[config.mk]
export PLATFORM = sky130hd
export DESIGN_NAME = invader_march
export DESIGN_NICKNAME = d
export VERILOG_FILES = /design/src/rtl/invader_pkg.sv /design/src/rtl/invader_march_col_extent.sv /design/src/rtl/invader_march.sv
export SDC_FILE = /design/constraint.sdc
export NUM_CORES = 1
export LEC_CHECK = 0
export CORE_ASPECT_RATIO = 0.9
export CORE_MARGIN = 2
export CORE_UTILIZATION = 40
export DETAILED_ROUTE_END_ITERATION = 7
export PLACE_DENSITY = 0.76
export SYNTH_ARGS = -nofsm -noshare
export SYNTH_HDL_FRONTEND = slang
export SYNTH_SLANG_ARGS = --single-unit
[constraint.sdc]
create_clock -name clkin -period 2.6 [get_ports clkin]
set_input_delay 0.52 -clock clkin [delete_from_list [all_inputs] [get_ports clkin]]
set_output_delay 0.52 -clock clkin [all_outputs]
set_load 0.03 [all_outputs]
[src/rtl/invader_pkg.sv]
// ---------------------------------------------------------------------------
// invader_pkg
// Shared types and default geometry for the invader formation controller.
//   march_state_t : formation movement state
//   xpos_t        : signed 5-bit formation left coordinate
//   DEF_*         : default playfield geometry used as parameter defaults
// ---------------------------------------------------------------------------
package invader_pkg;

    localparam int DEF_COLS    = 8;
    localparam int DEF_GRID_W  = 16;
    localparam int DEF_Y_LAND  = 7;
    localparam int DEF_X_START = 0;

    localparam int XPOS_W = 5;
    localparam int YPOS_W = 3;

    typedef logic signed [XPOS_W-1:0] xpos_t;

    typedef enum logic [1:0] {
        S_RIGHT  = 2'd0,
        S_LEFT   = 2'd1,
        S_CLEAR  = 2'd2,
        S_LANDED = 2'd3
    } march_state_t;

endpackage : invader_pkg

[src/rtl/invader_march_col_extent.sv]
// ---------------------------------------------------------------------------
// col_extent
// Finds the lowest and highest live column of the formation.
//   mask_i  : bit i set = column i still has a live invader
//   lo_o    : index of the lowest set bit (0 when mask is empty)
//   hi_o    : index of the highest set bit (0 when mask is empty)
//   empty_o : 1 when no column is alive
// Purely combinational.
// ---------------------------------------------------------------------------
module col_extent #(
    parameter int COLS = invader_pkg::DEF_COLS,
    parameter int IDXW = $clog2(COLS)
) (
    input  logic [COLS-1:0] mask_i,
    output logic [IDXW-1:0] lo_o,
    output logic [IDXW-1:0] hi_o,
    output logic            empty_o
);

    always_comb begin
        lo_o = '0;
        hi_o = '0;
        // Scan downward so the last hit is the lowest set bit.
        for (int i = COLS - 1; i >= 0; i--) begin
            if (mask_i[i]) lo_o = IDXW'(i);
        end
        // Scan upward so the last hit is the highest set bit.
        for (int i = 0; i < COLS; i++) begin
            if (mask_i[i]) hi_o = IDXW'(i);
        end
    end

    assign empty_o = ~|mask_i;

endmodule : col_extent

[src/rtl/invader_march.sv]
// ---------------------------------------------------------------------------
// invader_march
// Formation movement controller. Steps the invader block one cell per rising
// edge of the divided step clock, bounces off the playfield edges with a
// one-row drop, flags landing, and emits a one-cycle active-low next-level
// pulse when the wave is cleared.
//   clkin      : system clock
//   reset      : synchronous active-high reset
//   step_clk   : divided step clock (synchronous to clkin)
//   freeze     : 1 = ignore step ticks
//   alive_mask : bit i = column i alive
//   x_pos      : signed formation left coordinate
//   y_pos      : formation row, 0 = top
//   dir        : 1 = moving right
//   step_pulse : one-cycle strobe after each executed step
//   lvl_n      : active-low one-cycle next-level pulse
//   landed     : sticky landing flag
// ---------------------------------------------------------------------------
module invader_march
    import invader_pkg::*;
#(
    parameter int COLS    = DEF_COLS,
    parameter int GRID_W  = DEF_GRID_W,
    parameter int Y_LAND  = DEF_Y_LAND,
    parameter int X_START = DEF_X_START
) (
    input  logic              clkin,
    input  logic              reset,
    input  logic              step_clk,
    input  logic              freeze,
    input  logic [COLS-1:0]   alive_mask,
    output logic signed [4:0] x_pos,
    output logic [2:0]        y_pos,
    output logic              dir,
    output logic              step_pulse,
    output logic              lvl_n,
    output logic              landed
);

    localparam int IDXW = $clog2(COLS);
    localparam logic signed [5:0] RIGHT_LIM = 6'(GRID_W - 1);

    march_state_t state_q;
    xpos_t        x_pos_q;
    logic [2:0]   y_pos_q;
    logic         dir_q;
    logic         step_pulse_q;
    logic         lvl_n_q;
    logic         landed_q;
    logic         step_q;

    logic [IDXW-1:0]   lo;
    logic [IDXW-1:0]   hi;
    logic              empty;
    logic              tick;
    logic signed [5:0] x_ext;
    logic signed [5:0] right_sum;
    logic signed [5:0] left_sum;
    logic              at_right;
    logic              at_left;
    logic [2:0]        y_pos_d;

    col_extent #(.COLS(COLS), .IDXW(IDXW)) u_extent (
        .mask_i  (alive_mask),
        .lo_o    (lo),
        .hi_o    (hi),
        .empty_o (empty)
    );

    // Rising edge of the step clock, gated by freeze.
    assign tick = step_clk & ~step_q & ~freeze;

    // Edge tests in 6-bit signed so negative x never wraps. >= / <= keeps
    // a shrinking mask from overshooting the playfield.
    assign x_ext     = {x_pos_q[4], x_pos_q};
    assign right_sum = x_ext + $signed(6'(hi));
    assign left_sum  = x_ext + $signed(6'(lo));
    assign at_right  = (right_sum >= RIGHT_LIM);
    assign at_left   = (left_sum <= 6'sd0);
    assign y_pos_d   = y_pos_q + 3'd1;

    always_ff @(posedge clkin) begin
        if (reset) begin
            state_q      <= S_RIGHT;
            x_pos_q      <= xpos_t'(X_START);
            y_pos_q      <= '0;
            dir_q        <= 1'b1;
            step_pulse_q <= 1'b0;
            lvl_n_q      <= 1'b1;
            landed_q     <= 1'b0;
            // Seeding with the live level suppresses a tick at release.
            step_q       <= step_clk;
        end else begin
            step_q       <= step_clk;
            step_pulse_q <= 1'b0;
            lvl_n_q      <= 1'b1;
            case (state_q)
                S_RIGHT, S_LEFT: begin
                    if (empty) begin
                        // Wave clear wins over any coincident tick.
                        state_q <= S_CLEAR;
                        lvl_n_q <= 1'b0;
                        x_pos_q <= xpos_t'(X_START);
                        y_pos_q <= '0;
                        dir_q   <= 1'b1;
                    end else if (tick) begin
                        step_pulse_q <= 1'b1;
                        if ((state_q == S_RIGHT) ? at_right : at_left) begin
                            y_pos_q <= y_pos_d;
                            dir_q   <= (state_q == S_LEFT);
                            if (y_pos_d == 3'(Y_LAND)) begin
                                state_q  <= S_LANDED;
                                landed_q <= 1'b1;
                            end else begin
                                state_q <= (state_q == S_RIGHT) ? S_LEFT : S_RIGHT;
                            end
                        end else if (state_q == S_RIGHT) begin
                            x_pos_q <= x_pos_q + 5'sd1;
                        end else begin
                            x_pos_q <= x_pos_q - 5'sd1;
                        end
                    end
                end
                S_CLEAR: begin
                    if (!empty) state_q <= S_RIGHT;
                end
                S_LANDED: begin
                    landed_q <= 1'b1;
                end
                default: state_q <= S_RIGHT;
            endcase
        end
    end

    assign x_pos      = x_pos_q;
    assign y_pos      = y_pos_q;
    assign dir        = dir_q;
    assign step_pulse = step_pulse_q;
    assign lvl_n      = lvl_n_q;
    assign landed     = landed_q;

endmodule : invader_march

After elaboration in Yosys (flattened, before gate mapping)
Index checks and enable logic that the tools add are counted.
{"block": "totals", "ff_bits": 15, "in_bits": 12, "output_inout_bits": 12, "word_cells": 86}
{"block": "classes", "add_sub_neg": 5, "magnitude_cmp": 2, "n_eq_ne": 14, "muxes": 40, "n_bitwise": 6, "n_reduce_logical": 11}
{"op": "3-bit 2-to-1 mux", "n": 15}
{"op": "5-bit 2-to-1 mux", "n": 4}
{"op": "2-bit != test, second input constant", "n": 8}
{"op": "2-bit 2-to-1 mux", "n": 7}
{"op": "5-bit by 4-bit adder with 6-bit output", "n": 2}
{"op": "1-bit 2-to-1 mux", "n": 12}
{"op": "8-bit OR reduction", "n": 1}
{"op": "6-bit by 5-bit >= comparator with 1-bit output, second input constant", "n": 1}
{"op": "6-bit by 1-bit less-or-equal comparator with 1-bit output, second input constant", "n": 1}
{"op": "3-bit != test, second input constant", "n": 2}
{"op": "3-bit AND reduction", "n": 2}
{"op": "5-bit by 2-bit adder with 5-bit output, second input constant", "n": 1}
{"op": "5-bit AND reduction", "n": 1}
{"op": "5-bit by 2-bit subtractor with 5-bit output, second input constant", "n": 1}
{"op": "2-bit equality test, second input constant", "n": 2}
{"op": "1-bit inverter", "n": 4}
{"op": "2-bit case mux with 2 select lines", "n": 1}
{"op": "4-bit AND reduction", "n": 1}
{"op": "2-bit nonzero test", "n": 2}
{"op": "2-bit OR reduction", "n": 2}
{"op": "3-bit by 1-bit adder with 3-bit output, second input constant", "n": 1}
{"op": "3-bit equality test, second input constant", "n": 1}
{"op": "3-bit OR reduction", "n": 1}
{"op": "1-bit AND", "n": 2}
{"op": "other kinds (3)", "n": 3}

Logic depth before layout (Yosys ltp)
{"block": "logic_depth", "depth_word": 15, "mapped_depth": 16, "depth_no_buf": 15}

Hierarchy
A second synthesis with hierarchy kept.
{"block": "unflattened", "cells_unflattened": 137, "hier_area_um2": 1149.9}
{"mod": "invader_march", "instances": 1, "cells_each": 117, "area_each_um2": 1033.5, "seq_area_each_um2": 300.3}
{"mod": "col_extent", "instances": 1, "cells_each": 20, "area_each_um2": 116.4, "seq_area_each_um2": 0.0}

Least setup slack after synthesis
No wires, ideal clock.
{"block": "synth_path", "path_kind": "in2reg", "from": "in alive_mask[6]", "to": "reg state_q[0]", "setup_time_ns": 0.116, "arrival_ns": 2.719, "required_time_ns": 2.484, "setup_slack_ns": -0.235, "path_stages": 15, "path_buffers": 1, "path_cell_list": "inv_1 -> a21oi_1 -> o21bai_1 -> a21oi_1 -> nor2_1 -> ha_1 -> inv_1 -> fa_1 -> nor4b_2 -> nor4_1 -> nor2_4 -> nand4_1 -> buf_4 -> a211oi_1 -> a31o_2"}
{"block": "synth_via", "elab_chain_len": 12, "word_cells_on_any_way": 21, "classes_between": "add/sub: 2; order compare: 2; eq/ne: 3; mux: 12; reduce/logical: 2"}
{"item": "start, declared", "line": "invader_march.sv:31", "rtl": "input logic [COLS-1:0] alive_mask,"}
{"item": "3-bit 2-to-1 mux (7 in series)", "line": "invader_march_col_extent.sv:25", "rtl": "if (mask_i[i]) lo_o = IDXW'(i);"}
{"item": "5-bit by 4-bit adder with 6-bit output", "line": "invader_march.sv:77", "rtl": "assign left_sum = x_ext + $signed(6'(lo));"}
{"item": "6-bit by 1-bit less-or-equal comparator with 1-bit output", "line": "invader_march.sv:79", "rtl": "assign at_left = (left_sum <= 6'sd0);"}
{"item": "1-bit 2-to-1 mux", "line": "invader_march.sv:108", "rtl": "if ((state_q == S_RIGHT) ? at_right : at_left) begin"}
{"item": "3-bit != test (no line)"}
{"item": "4-bit AND reduction (no line)"}
{"item": "end signal, assigned", "line": "invader_march.sv:115", "rtl": "state_q <= (state_q == S_RIGHT) ? S_LEFT : S_RIGHT;"}
{"item": "end, declared", "line": "invader_march.sv:43", "rtl": "march_state_t state_q;"}
Several ways; a longest one is shown, not always the timed one.
A chain may end at the register's enable or synchronous reset.

Final worst setup path
{"block": "layout_path", "from": "in alive_mask[2]", "to": "reg state_q[0]"}
{"block": "layout_via", "elab_chain_len": 11, "word_cells_on_any_way": 21, "classes_between": "add/sub: 2; order compare: 2; eq/ne: 3; mux: 12; reduce/logical: 2"}
{"item": "2-bit 2-to-1 mux (2 in series)", "line": "invader_march_col_extent.sv:29", "rtl": "if (mask_i[i]) hi_o = IDXW'(i);"}
{"item": "3-bit 2-to-1 mux (4 in series)", "line": "invader_march_col_extent.sv:29"}
{"item": "5-bit by 4-bit adder with 6-bit output", "line": "invader_march.sv:76", "rtl": "assign right_sum = x_ext + $signed(6'(hi));"}
{"item": "6-bit by 5-bit >= comparator with 1-bit output", "line": "invader_march.sv:78", "rtl": "assign at_right = (right_sum >= RIGHT_LIM);"}
{"item": "1-bit 2-to-1 mux", "line": "invader_march.sv:108"}
{"item": "3-bit != test (no line)"}
{"item": "4-bit AND reduction (no line)"}
Several ways; a longest one is shown, not always the timed one.

==> summary.md <==
| Metric | Value |
|---|---|
| Simple-gate share of the synthesized area | `22.0%` |
| Post-synth EDFFs | `0` |
| VDD IR max | `293 uV` |
| Mapped Area | `0.00119 mm^2` |
| Period minus WS final | `2.91 ns` |
| Clock Sinks | `15` |
| Post-Synth Adder-Cell Area | `16.6%` |
| Post-synthesis mux area share | `0.944%` |
| Prevailing post-synth register cell | `dfxtp_1` |
| Hold_buf cts | `0` |
| GRT Total Usage | `22.5%` |
| Outcome | `finished, violations left` |
| RSZ-0062 raised after global routing | `true` |
| Slowest Stage Delay on Critical Path | `0.50 ns` |
| Initial antenna violation count | `0` |
| Fin crit share | `112%` |
| Distinct cells, synth | `45` |
| Max-cap viol count | `0` |
| Die area | `0.00343 mm^2` |
| CP Data Arrival Time | `3.10 ns` |
| Worst slew margin | `69.6%` |
| Placed cell area | `0.00179 mm^2` |
| FF+latch count, synth | `15` |
| Initial core utilization | `42.7%` |
| Antenna Cells | `0` |
| Syn avg cell area | `8.40 um^2` |
| Max-slew violations | `0` |
| Area growth syn-to-layout | `62.3%` |
| Power Density | `263 mW/mm^2` |
| Crit path top cell by count | `buf_6` |
| TritonCTS Buffers | `3` |
| Vias per cell | `5.45` |
| Clock latency on the worst-skew pair | `0.29 ns` |
| Std-Cell Rows | `18` |
| Crit-path leading delay family | `compound AO/OA/AOI/OAI gates` |
| Worst Path Required | `2.80 ns` |
| DP HPWL | `2790 um` |
| CP Cell Sequence | `buf_12 -> inv_12 -> a21oi_2 -> nor2_1 -> nor2_1 -> o21bai_1 -> ha_2 -> inv_2 -> fa_1 -> nor2b_4 -> o21ba_4 -> o21ai_2 -> o2111ai_2 -> nand4_1 -> buf_6 -> buf_6 -> buf_6 -> a31o_4` |
| Routed len/inst | `15.1 um` |
| CTS tree | `yes` |
| Routability congestion estimate | `0.913` |
| Area contributors post-synth | `dfxtp_1, ha_1, a21oi_1` |
| Largest family of logic cells by synthesized area | `compound AO/OA/AOI/OAI gates` |
| Synth Instances | `142` |
| First-pass GRT wire length | `5880 um` |
| Core Area | `0.00279 mm^2` |
| Critical path type | `input pin to flop` |
| Post-route ant nets | `0` |
| Final Net Count | `232` |
| DRC viols | `0` |
| HP Class | `flop to flop` |
| Failing checks | `negative setup slack` |
| Port Buffers | `23` |
| Final Hold Viols | `0` |
| Largest net degree at the start of global routing | `12` |
| CTS root buf | `clkbuf_4` |
| Yosys top cell area share | `25.2%` |
| Asr flop ratio synth | `0%` |
| Drt total wl | `3700 um` |
| Synth warn | `0` |
| Synth Area in Compound Gates | `25.5%` |
| CTS H-tree lvls | `1` |
| Cell area after layout | `0.00194 mm^2` |
| Die Ht | `55.8 um` |
| Cell leakage power | `0.837 nW` |
| Crit. End Element | `flop` |
| Worst Max-Slew Pin Slew | `0.454 ns` |
| XOR/XNOR share of the synthesized area | `3.67%` |
| Layout cells sized above 1 | `41.0%` |
| Io pins | `24` |
| Worst Path Buf+Inv | `6` |
| Setup Skew | `0.00198 ns` |
| Router iterations before antenna repair | `4` |
| CP max FO | `4` |
| Clk pin slew, worst setup/hold paths | `0.09 ns` |
| Vias in the first global route | `1,326` |
| Final setup fails | `12` |
| Worst-case clock buffer depth | `2` |
| Routed vias | `1,335` |
| Cell taking the most area after synthesis | `dfxtp_1` |
| Syn nets | `168` |
| Final worst slack | `-0.306 ns` |
| Die X | `61.6 um` |
| Iteration-0 DRC Markers | `40` |
| GR Overflow Total | `0` |
| Achievable Freq | `0.344 GHz` |
| Register area share after synthesis | `25.2%` |
| Critical Path Source Type | `input pin` |
| Final setup TNS | `-3.01 ns` |
| Slowest-stage cell, CP | `fa_1` |
## worst reg2reg max path, stage by stage (launching register included)
cell and delay, ns:
dfxtp_1 0.44, ha_2 0.23, inv_2 0.05, fa_1 0.50
nor2b_4 0.19, o21ba_4 0.17, o21ai_2 0.06, o2111ai_2 0.13
nand4_1 0.18, buf_6 0.17, buf_6 0.11, buf_6 0.11
a31o_4 0.20
## state kept, by name, summed over array words and instances (netlist names)
register / count
y_pos: 3
dir: 1
step_pulse: 1
step_q: 1
lvl_n: 1
landed: 1
state_q: 2
x_pos: 5
## repair_timing
action / in CTS / in global routing
pin swaps: 15 / 20
gates resized for setup: 23 / 26
cloned: 1 / 0
buffers inserted: 3 / 3
setup endpoints to repair: 12 / 12
## power breakdown
group          internal (mW)  switching (mW)
Clock                 0.0598          0.0805
Sequential             0.232         0.00251
Combinational         0.0685          0.0656
## per-stage QoR
stage                     hold slack (ns)  cells  util, %  power (mW)  setup slack [ns]
after CTS                           0.530    244     67.4       0.500            -0.420
after floorplan                     0.525    142        -       0.296           -0.0791
after global routing                0.556    245     69.3       0.532            -0.431
after detailed placement            0.509    236     63.9       0.360            -0.973
final                               0.528    245     69.3       0.509            -0.306
after global placement              0.504    236     63.9       0.354            -0.869
## routing by layer
metal,global-route usage (%),routed length [um],vias up
li1,-,-,645
met1,25.6,1530,657
met2,39.7,2010,29
met3,5.81,123,4
met4,6.99,41,0
met5,0,0,-
## path summary, 6_finish.rpt
path                              start                       to  slack [ns]  cells after the start
setup / recovery          alive_mask[2]  state_q[0]$_SDFFE_PP0P_       -0.31                     18
hold / removal    y_pos[1]$_SDFFE_PP0P_    y_pos[1]$_SDFFE_PP0P_        0.53                      2
setup reg to reg  x_pos[0]$_SDFFE_PP0P_  state_q[0]$_SDFFE_PP0P_       -0.03                     12
hold reg to reg   y_pos[1]$_SDFFE_PP0P_    y_pos[1]$_SDFFE_PP0P_        0.53                      2
## cells by family (layout without fill, tap and decap cells)
| group | after synthesis | count (layout) |
|---|---|---|
| xor+xnor | 5 | 5 |
| compound gates | 44 | 44 |
| mux | 1 | 1 |
| fa+ha+maj | 14 | 14 |
| buf+inv | 18 | 81 |
| flops | 15 | 15 |
| simple gates | 45 | 45 |
## cells in the final DEF (no fill, tap or decap), types with 3 or more instances in the layout
cell and n:
clkbuf_2 5, nor3_1 3, nor2_1 13, nand2_1 4
buf_6 4, or3_1 3, buf_4 35, o21ai_0 4
inv_2 3, dfxtp_1 15, clkbuf_4 3, o31ai_2 3
clkdlybuf4s50_1 16, ha_1 9, a21oi_2 4, a21oi_1 10
a22o_1 3, inv_1 10
## synth_stat cells, types with 2 or more instances
cell	instances
a211oi_1	2
a21o_1	2
a21oi_1	14
a22o_1	3
a31oi_1	2
and2_1	2
dfxtp_1	15
fa_1	3
ha_1	11
inv_1	14
nand2_1	4
nand2b_1	2
nand3_1	2
nand4_1	2
nor2_1	13
nor2b_1	2
nor3_1	4
nor3b_1	3
o211ai_1	2
o21ai_0	7
o21bai_1	2
o31ai_1	3
or3_1	3
xnor2_1	3
xor2_1	2
## cell type report
class / count / area [um^2]
multi-input cells: 109 / 965
fillers: 241 / 857
inverters: 15 / 76.3
repair buffers: 62 / 518
clock buffers: 4 / 26.3
flip-flops and latches: 15 / 300
well taps: 40 / 50.0
No activity file was read; power rests on OpenSTA's default activity.
